`config.mk`:
```
export PLATFORM = sky130hd
export DESIGN_NAME = pt_decoder_flat
export DESIGN_NICKNAME = d
export VERILOG_FILES = /design/src/rtl/pt_decoder_if.sv /design/src/rtl/pt_decoder.sv /design/src/flat_wrapper.sv
export SDC_FILE = /design/constraint.sdc
export NUM_CORES = 1
export LEC_CHECK = 0
export CAP_MARGIN = 5
export CORE_ASPECT_RATIO = 1.5
export CORE_MARGIN = 10
export CORE_UTILIZATION = 53
export CTS_CLUSTER_SIZE = 16
export DETAILED_ROUTE_END_ITERATION = 8
export HOLD_SLACK_MARGIN = 0.03
export PLACE_DENSITY = 0.75
export SLEW_MARGIN = 10
export SYNTH_ARGS = -nofsm -noshare
export SYNTH_HDL_FRONTEND = slang
export SYNTH_SLANG_ARGS = --single-unit
```
`constraint.sdc`:
```
create_clock -name clk -period 2 [get_ports clk]
set_input_delay 0.2 -clock clk [delete_from_list [all_inputs] [get_ports clk]]
set_output_delay 0.2 -clock clk [all_outputs]
set_load 0.01 [all_outputs]
```
`src/rtl/pt_decoder_if.sv`:
```
// pt_decoder_if: OOK receiver pin in, qualified PT2262 code out.
// master = decoder side, slave = design-core / stimulus side.
interface pt_decoder_if;
    logic        din;
    logic [23:0] code;
    logic        valid;
    logic        err;

    modport master (input din, output code, valid, err);
    modport slave  (output din, input code, valid, err);
endinterface

```
`src/rtl/pt_decoder.sv`:
```
// pt_decoder: PT2272-style receiver for PT2262 tri-state frames.
// Recovers 12 trits after a sync gap and qualifies them by repetition.
module pt_decoder #(
    parameter int ALPHA  = 8,
    parameter int REPEAT = 2
) (
    input logic          clk,
    input logic          reset,
    pt_decoder_if.master bus
);

    localparam int RUN_MAX = 64 * ALPHA;
    localparam int RW      = $clog2(RUN_MAX + 1);

    localparam logic [RW-1:0] T_SHORT = RW'(2 * ALPHA);
    localparam logic [RW-1:0] T_LONG  = RW'(8 * ALPHA);
    localparam logic [RW-1:0] T_BAD   = RW'(16 * ALPHA);
    localparam logic [RW-1:0] T_SYNC  = RW'(RUN_MAX);
    localparam logic [3:0]    REP     = 4'(REPEAT);
    localparam logic [4:0]    P_SYNC  = 5'd24;

    typedef enum logic [1:0] {HUNT, GAP, HIGH, LOW} state_t;

    state_t        state, state_n;
    logic          s1, s, s_q;
    logic [RW-1:0] run, run_q;
    logic [4:0]    pidx, pidx_n;
    logic          hi_long, hi_long_n;
    logic          p0, p0_n;
    logic [23:0]   shift, shift_n;
    logic [23:0]   cand, cand_n;
    logic [23:0]   code_q, code_n;
    logic [3:0]    mcnt, mcnt_n, mcnt_new;
    logic          valid_q, valid_n;
    logic          err_q, err_n;
    logic          rise, fall, w_short, w_long;
    logic          narrow, wide, same, done, bad;

    always_ff @(posedge clk) begin
        if (reset) begin
            s1    <= 1'b0;
            s     <= 1'b0;
            s_q   <= 1'b0;
            run_q <= '0;
        end else begin
            s1    <= bus.din;
            s     <= s1;
            s_q   <= s;
            run_q <= run;
        end
    end

    // run tracks s in the same cycle; run_q holds the length of the run an edge ends
    always_comb begin
        if (s != s_q)
            run = RW'(1);
        else if (run_q == T_SYNC)
            run = T_SYNC;
        else
            run = run_q + RW'(1);
    end

    assign rise     = s & ~s_q;
    assign fall     = ~s & s_q;
    assign w_short  = (run_q >= T_SHORT) && (run_q < T_LONG);
    assign w_long   = (run_q >= T_LONG) && (run_q < T_BAD);
    assign narrow   = ~hi_long & w_long;
    assign wide     = hi_long & w_short;
    assign same     = (shift == cand) && (mcnt != 4'd0);
    assign mcnt_new = !same ? 4'd1 : (mcnt == REP) ? REP : mcnt + 4'd1;

    always_comb begin
        state_n   = state;
        pidx_n    = pidx;
        hi_long_n = hi_long;
        p0_n      = p0;
        shift_n   = shift;
        cand_n    = cand;
        mcnt_n    = mcnt;
        code_n    = code_q;
        valid_n   = 1'b0;
        err_n     = 1'b0;
        done      = 1'b0;
        bad       = 1'b0;
        unique case (state)
            HUNT: begin
                if (!s && run == T_SYNC)
                    state_n = GAP;
            end
            GAP: begin
                if (rise) begin
                    pidx_n  = '0;
                    state_n = HIGH;
                end
            end
            HIGH: begin
                if (s && run == T_BAD)
                    bad = 1'b1;
                else if (fall) begin
                    if (w_short || (w_long && pidx != P_SYNC)) begin
                        hi_long_n = w_long;
                        state_n   = LOW;
                    end else
                        bad = 1'b1;
                end
            end
            LOW: begin
                if (pidx == P_SYNC) begin
                    if (rise)
                        bad = 1'b1;
                    else if (run == T_SYNC)
                        done = 1'b1;
                end else if (!s && run == T_BAD)
                    bad = 1'b1;
                else if (rise) begin
                    // second pulse of a bit: trit = {first wide, second wide}
                    if (!(narrow || wide) || (pidx[0] && p0 && !wide))
                        bad = 1'b1;
                    else begin
                        if (pidx[0])
                            shift_n = {shift[21:0], p0, wide};
                        else
                            p0_n = wide;
                        pidx_n  = pidx + 5'd1;
                        state_n = HIGH;
                    end
                end
            end
            default: state_n = HUNT;
        endcase
        if (done) begin
            cand_n  = shift;
            mcnt_n  = mcnt_new;
            state_n = GAP;
            if (mcnt_new == REP) begin
                valid_n = 1'b1;
                code_n  = shift;
            end
        end
        if (bad) begin
            err_n   = 1'b1;
            mcnt_n  = '0;
            state_n = HUNT;
        end
    end

    always_ff @(posedge clk) begin
        if (reset) begin
            state   <= HUNT;
            pidx    <= '0;
            hi_long <= 1'b0;
            p0      <= 1'b0;
            shift   <= '0;
            cand    <= '0;
            mcnt    <= '0;
            code_q  <= '0;
            valid_q <= 1'b0;
            err_q   <= 1'b0;
        end else begin
            state   <= state_n;
            pidx    <= pidx_n;
            hi_long <= hi_long_n;
            p0      <= p0_n;
            shift   <= shift_n;
            cand    <= cand_n;
            mcnt    <= mcnt_n;
            code_q  <= code_n;
            valid_q <= valid_n;
            err_q   <= err_n;
        end
    end

    assign bus.code  = code_q;
    assign bus.valid = valid_q;
    assign bus.err   = err_q;

endmodule
```
`src/flat_wrapper.sv`:
```
// flat-port wrapper written by rule: the top's interface ports become plain ports
module pt_decoder_flat 
#(
    parameter int ALPHA  = 8,
    parameter int REPEAT = 2
)
  (clk, reset, bus_din, bus_code, bus_valid, bus_err);
  pt_decoder_if bus_i ();
  input logic clk;
  input logic reset;
  input wire logic [$bits(bus_i.din)-1:0] bus_din;
  output wire logic [$bits(bus_i.code)-1:0] bus_code;
  output wire logic [$bits(bus_i.valid)-1:0] bus_valid;
  output wire logic [$bits(bus_i.err)-1:0] bus_err;
  assign bus_i.din = bus_din;
  assign bus_code = bus_i.code;
  assign bus_valid = bus_i.valid;
  assign bus_err = bus_i.err;
  pt_decoder #(.ALPHA(ALPHA), .REPEAT(REPEAT)) u_core (.clk(clk), .reset(reset), .bus(bus_i));
endmodule
```
==> results of run 1 <==
==> synthesized netlist by cell type, types with 2 or more instances <==
library cell  count
inv_2             2
or2_2             4
or4_4             2
nor2_1           68
a21oi_2           2
nand2b_1         28
a211oi_1          2
nor3_1            7
dfxtp_1         100
clkbuf_1         11
a211o_1           2
nand4_1           7
a31oi_1           2
nor2b_1           3
nand3_1           9
o211ai_1          2
or3_1             7
o21bai_1          2
o21ai_0           5
o21ai_1           2
buf_6             6
nor3b_1           2
mux2i_1          75
nand4_4           2
o21a_1            2
nor3_2            3
nand2_1          17
and3_1            4
inv_1            13
xnor2_1           4
nor4_1            5
ha_1              9
or2_1             3
a21oi_1           9
xor2_1           29
buf_2             5
buf_4             5
==> timing repair <==
item / in CTS / in global routing
buffers inserted: 12 / 11
resized for setup: 30 / 34
pin swaps: 8 / 18
gates cloned: 2 / 2
endpoints found under the setup margin: 86 / 87
==> cells by family after synthesis <==
logic type               share of synthesized area
multiplexers                                 0.162
flip-flops                                   0.426
AND/OR/NAND/NOR                              0.212
buffers and inverters                       0.0484
XOR/XNOR                                    0.0615
AO/OA/AOI/OAI                               0.0660
adder cells (fa/ha/maj)                     0.0240
==> state kept, by name, indices dropped and copies added, names as in the netlist, 2 cells and up <==
name	flops
u_core.bus.code	24
u_core.cand	24
u_core.mcnt	4
u_core.pidx	5
u_core.run_q	10
u_core.shift	24
u_core.state	2
==> metal layers <==
layer | share of wire | routed length (um)
met5 | 0 | 0
met4 | 0.037 | 441
met2 | 0.56 | 6780
met1 | 0.37 | 4470
met3 | 0.029 | 347
==> cell type report <==
type | instances | share of cell area
well taps | 110 | 0.0216
inverters | 15 | 0.00885
flip-flops and latches | 100 | 0.318
multi-input cells | 342 | 0.428
clock inverters | 6 | 0.00905
clock buffers | 10 | 0.0376
repair buffers | 126 | 0.177
==> power by group through the flow <==
stage	Clock (uW)	Sequential (uW)	Combinational, uW
after CTS	1730	2010	156
after floorplan	0	2050	94.7
final	1720	2000	167
after global routing	1820	2010	179
after global placement	0	2050	138
after detailed placement	0	2050	140
==> worst min path at each step <==
stage                          from                  end  slack, ns  depth (start not counted)
after global placement    u_core.s1             u_core.s       0.42                          1
after CTS                     reset  u_core.bus.code[12]       0.30                          2
final                         reset  u_core.bus.code[12]       0.30                          2
after detailed placement  u_core.s1             u_core.s       0.43                          1
after global routing          reset       u_core.cand[9]       0.34                          2
after floorplan             bus_din            u_core.s1       0.33                          1
==> per-stage QoR <==
stage / hold WS, ns / instance area, um^2
6_report: 0.299 / 6360
5_1_grt: 0.337 / 6360
3_5_place_dp: 0.432 / 5590
4_1_cts: 0.301 / 6140
2_1_floorplan: 0.328 / 4760
3_3_place_gp: 0.416 / 5590
==> worst register-to-register path: stages, from the launching register on <==
cell and delay, ns:
dfxtp_4 0.36, ha_4 0.19, buf_6 0.12, and3_4 0.16
or2_4 0.27, nor3_4 0.27, a31o_4 0.22, buf_6 0.12
buf_6 0.09, mux2_4 0.29, a21oi_2 0.11
==> metrics.txt, run 1 <==
share of layout cells above drive strength 1=0.309; unrepaired setup endpoints after global routing=yes; met3 usage=0.0317; Synth area leader=dfxtp_1; PnR Total Power=3890 uW; CTS sink cnt=100; commonest non-fill, non-tap cells in the layout=dfxtp_1 (91), buf_4 (84), mux2i_1 (70); WP data required=2.28 ns; sw power=918 uW; Post-synth EDFFs=0; DRC=0; relative slew slack=0.668; Hold Vio Cnt, Final=0; syn nets=496; Nets=606; area delta synth->final=35.3%; final worst setup slack=-0.273 ns; crit path to=u_core.pidx[0]; initial antenna violation count=0; critical path fanouts, max=6; status=finished, violations left; global-route wire length before repair=18700 um; initial DRC count=176; combinational power share=0.043; Setup WS pre-CTS=-0.300 ns; worst skew pair latency=0.35 ns; final non-filler cell total=709; post-synthesis sequential area ratio=0.426; Initial Utilization=0.539; P_int=2970 uW; hold buffer count at cts=0; VDD IR-drop max=566 uV; R2R Path Start=u_core.run_q[1]; failing checks=negative setup slack; worst-case reg-to-reg path depth=10; CP max stage cell=dfxtp_4; largest net degree at the start of global routing=31; Overflow after GRT=0; Die H=135 um; Leak=0.00294 uW; clk root buf=clkbuf_16; Critical Path Start=u_core.run_q[1]; slowest cell delay on critical path=0.36 ns; CTS Buffer Depth=2; routing usage on met1=0.165; Period minus WS final=2.27 ns; gr usage total=0.172; area of the multi-input gates=2720 um^2; post-synth cell types=61; Final period util=1.14; Clock power frac=0.442; crit-path cells=ha_4 > buf_6 > and3_4 > or2_4 > nor3_4 > a31o_4 > buf_6 > buf_6 > mux2_4 > a21oi_2; Ports=29; reg-to-reg endpoint=u_core.pidx[0]; CTS tree=built; Setup Viol. Count Final=86; worst reg2reg setup slack=-0.27 ns; WP buf/inv=3; DRT Pass-1 Iters=5; sw frac=0.236; share of synthesized registers carrying an async set or reset=0; wire per inst=17.0 um; Worst-path clk slew=0.07 ns; Max-Cap Viols=0; Reg power frac=0.515; die area=13100 um^2; most used cell, CP=buf_6; fmax=0.440 GHz; Ant. Diodes=0; most used routing layer in global routing=met2; vias in the first global route=3987; Crit Path Class=reg2reg; PD cells=612 nW/um^2; DP HPWL=7760 um; Avg Inst Size Synth=9.71 um^2; CP startpoint kind=flip-flop; Synth area leaders=dfxtp_1 (43%), mux2i_1 (16%), nor2_1 (5.4%); Yosys top cell area share=0.426; routed via count=3853; DR vias/cell=5.43; actual slew at the worst max-slew pin=0.499 ns; instance count on the critical path=10; Setup TNS=-12.93 ns; final wirelength=12000 um; Cells after Synth=484; CP delay by family, top=simple AND/OR/NAND/NOR gates; most used flip-flop cell after synthesis=dfxtp_1; final slew viol count=0; final core occ=0.729; Worst Clk Skew=0.00526 ns; input/output buffers=28; die width=96.9 um; row count=42; area of the core=8720 um^2; class of the worst hold path=in2reg; H-tree depth=3; Filler cells=612; gpl congestion=0.917; register area=2020 um^2; CTS buffer count=9; Worst Setup End Kind=flip-flop; synthesis warning total=0; placed cell count=669; ANT nets after route=0; Seq cells post-synth=100; synthesized area=4700 um^2; CP Data Arrival Time=2.56 ns; met2 usage=0.333; commonest non-fill, non-tap cell in the layout=dfxtp_1
Note: power is estimated with default switching activity, not from simulation.
==> run 2, diff against run 1 <==
--- a/config.mk
+++ b/config.mk
@@ -5,6 +5,7 @@
 export SDC_FILE = /design/constraint.sdc
 export NUM_CORES = 1
 export LEC_CHECK = 0
+export ABC_CLOCK_PERIOD_IN_PS = 2000
 export CAP_MARGIN = 5
 export CORE_ASPECT_RATIO = 1.5
 export CORE_MARGIN = 10
==> results of run 2 <==
The final DEF is identical to that of run 1; final timing and power are the same.
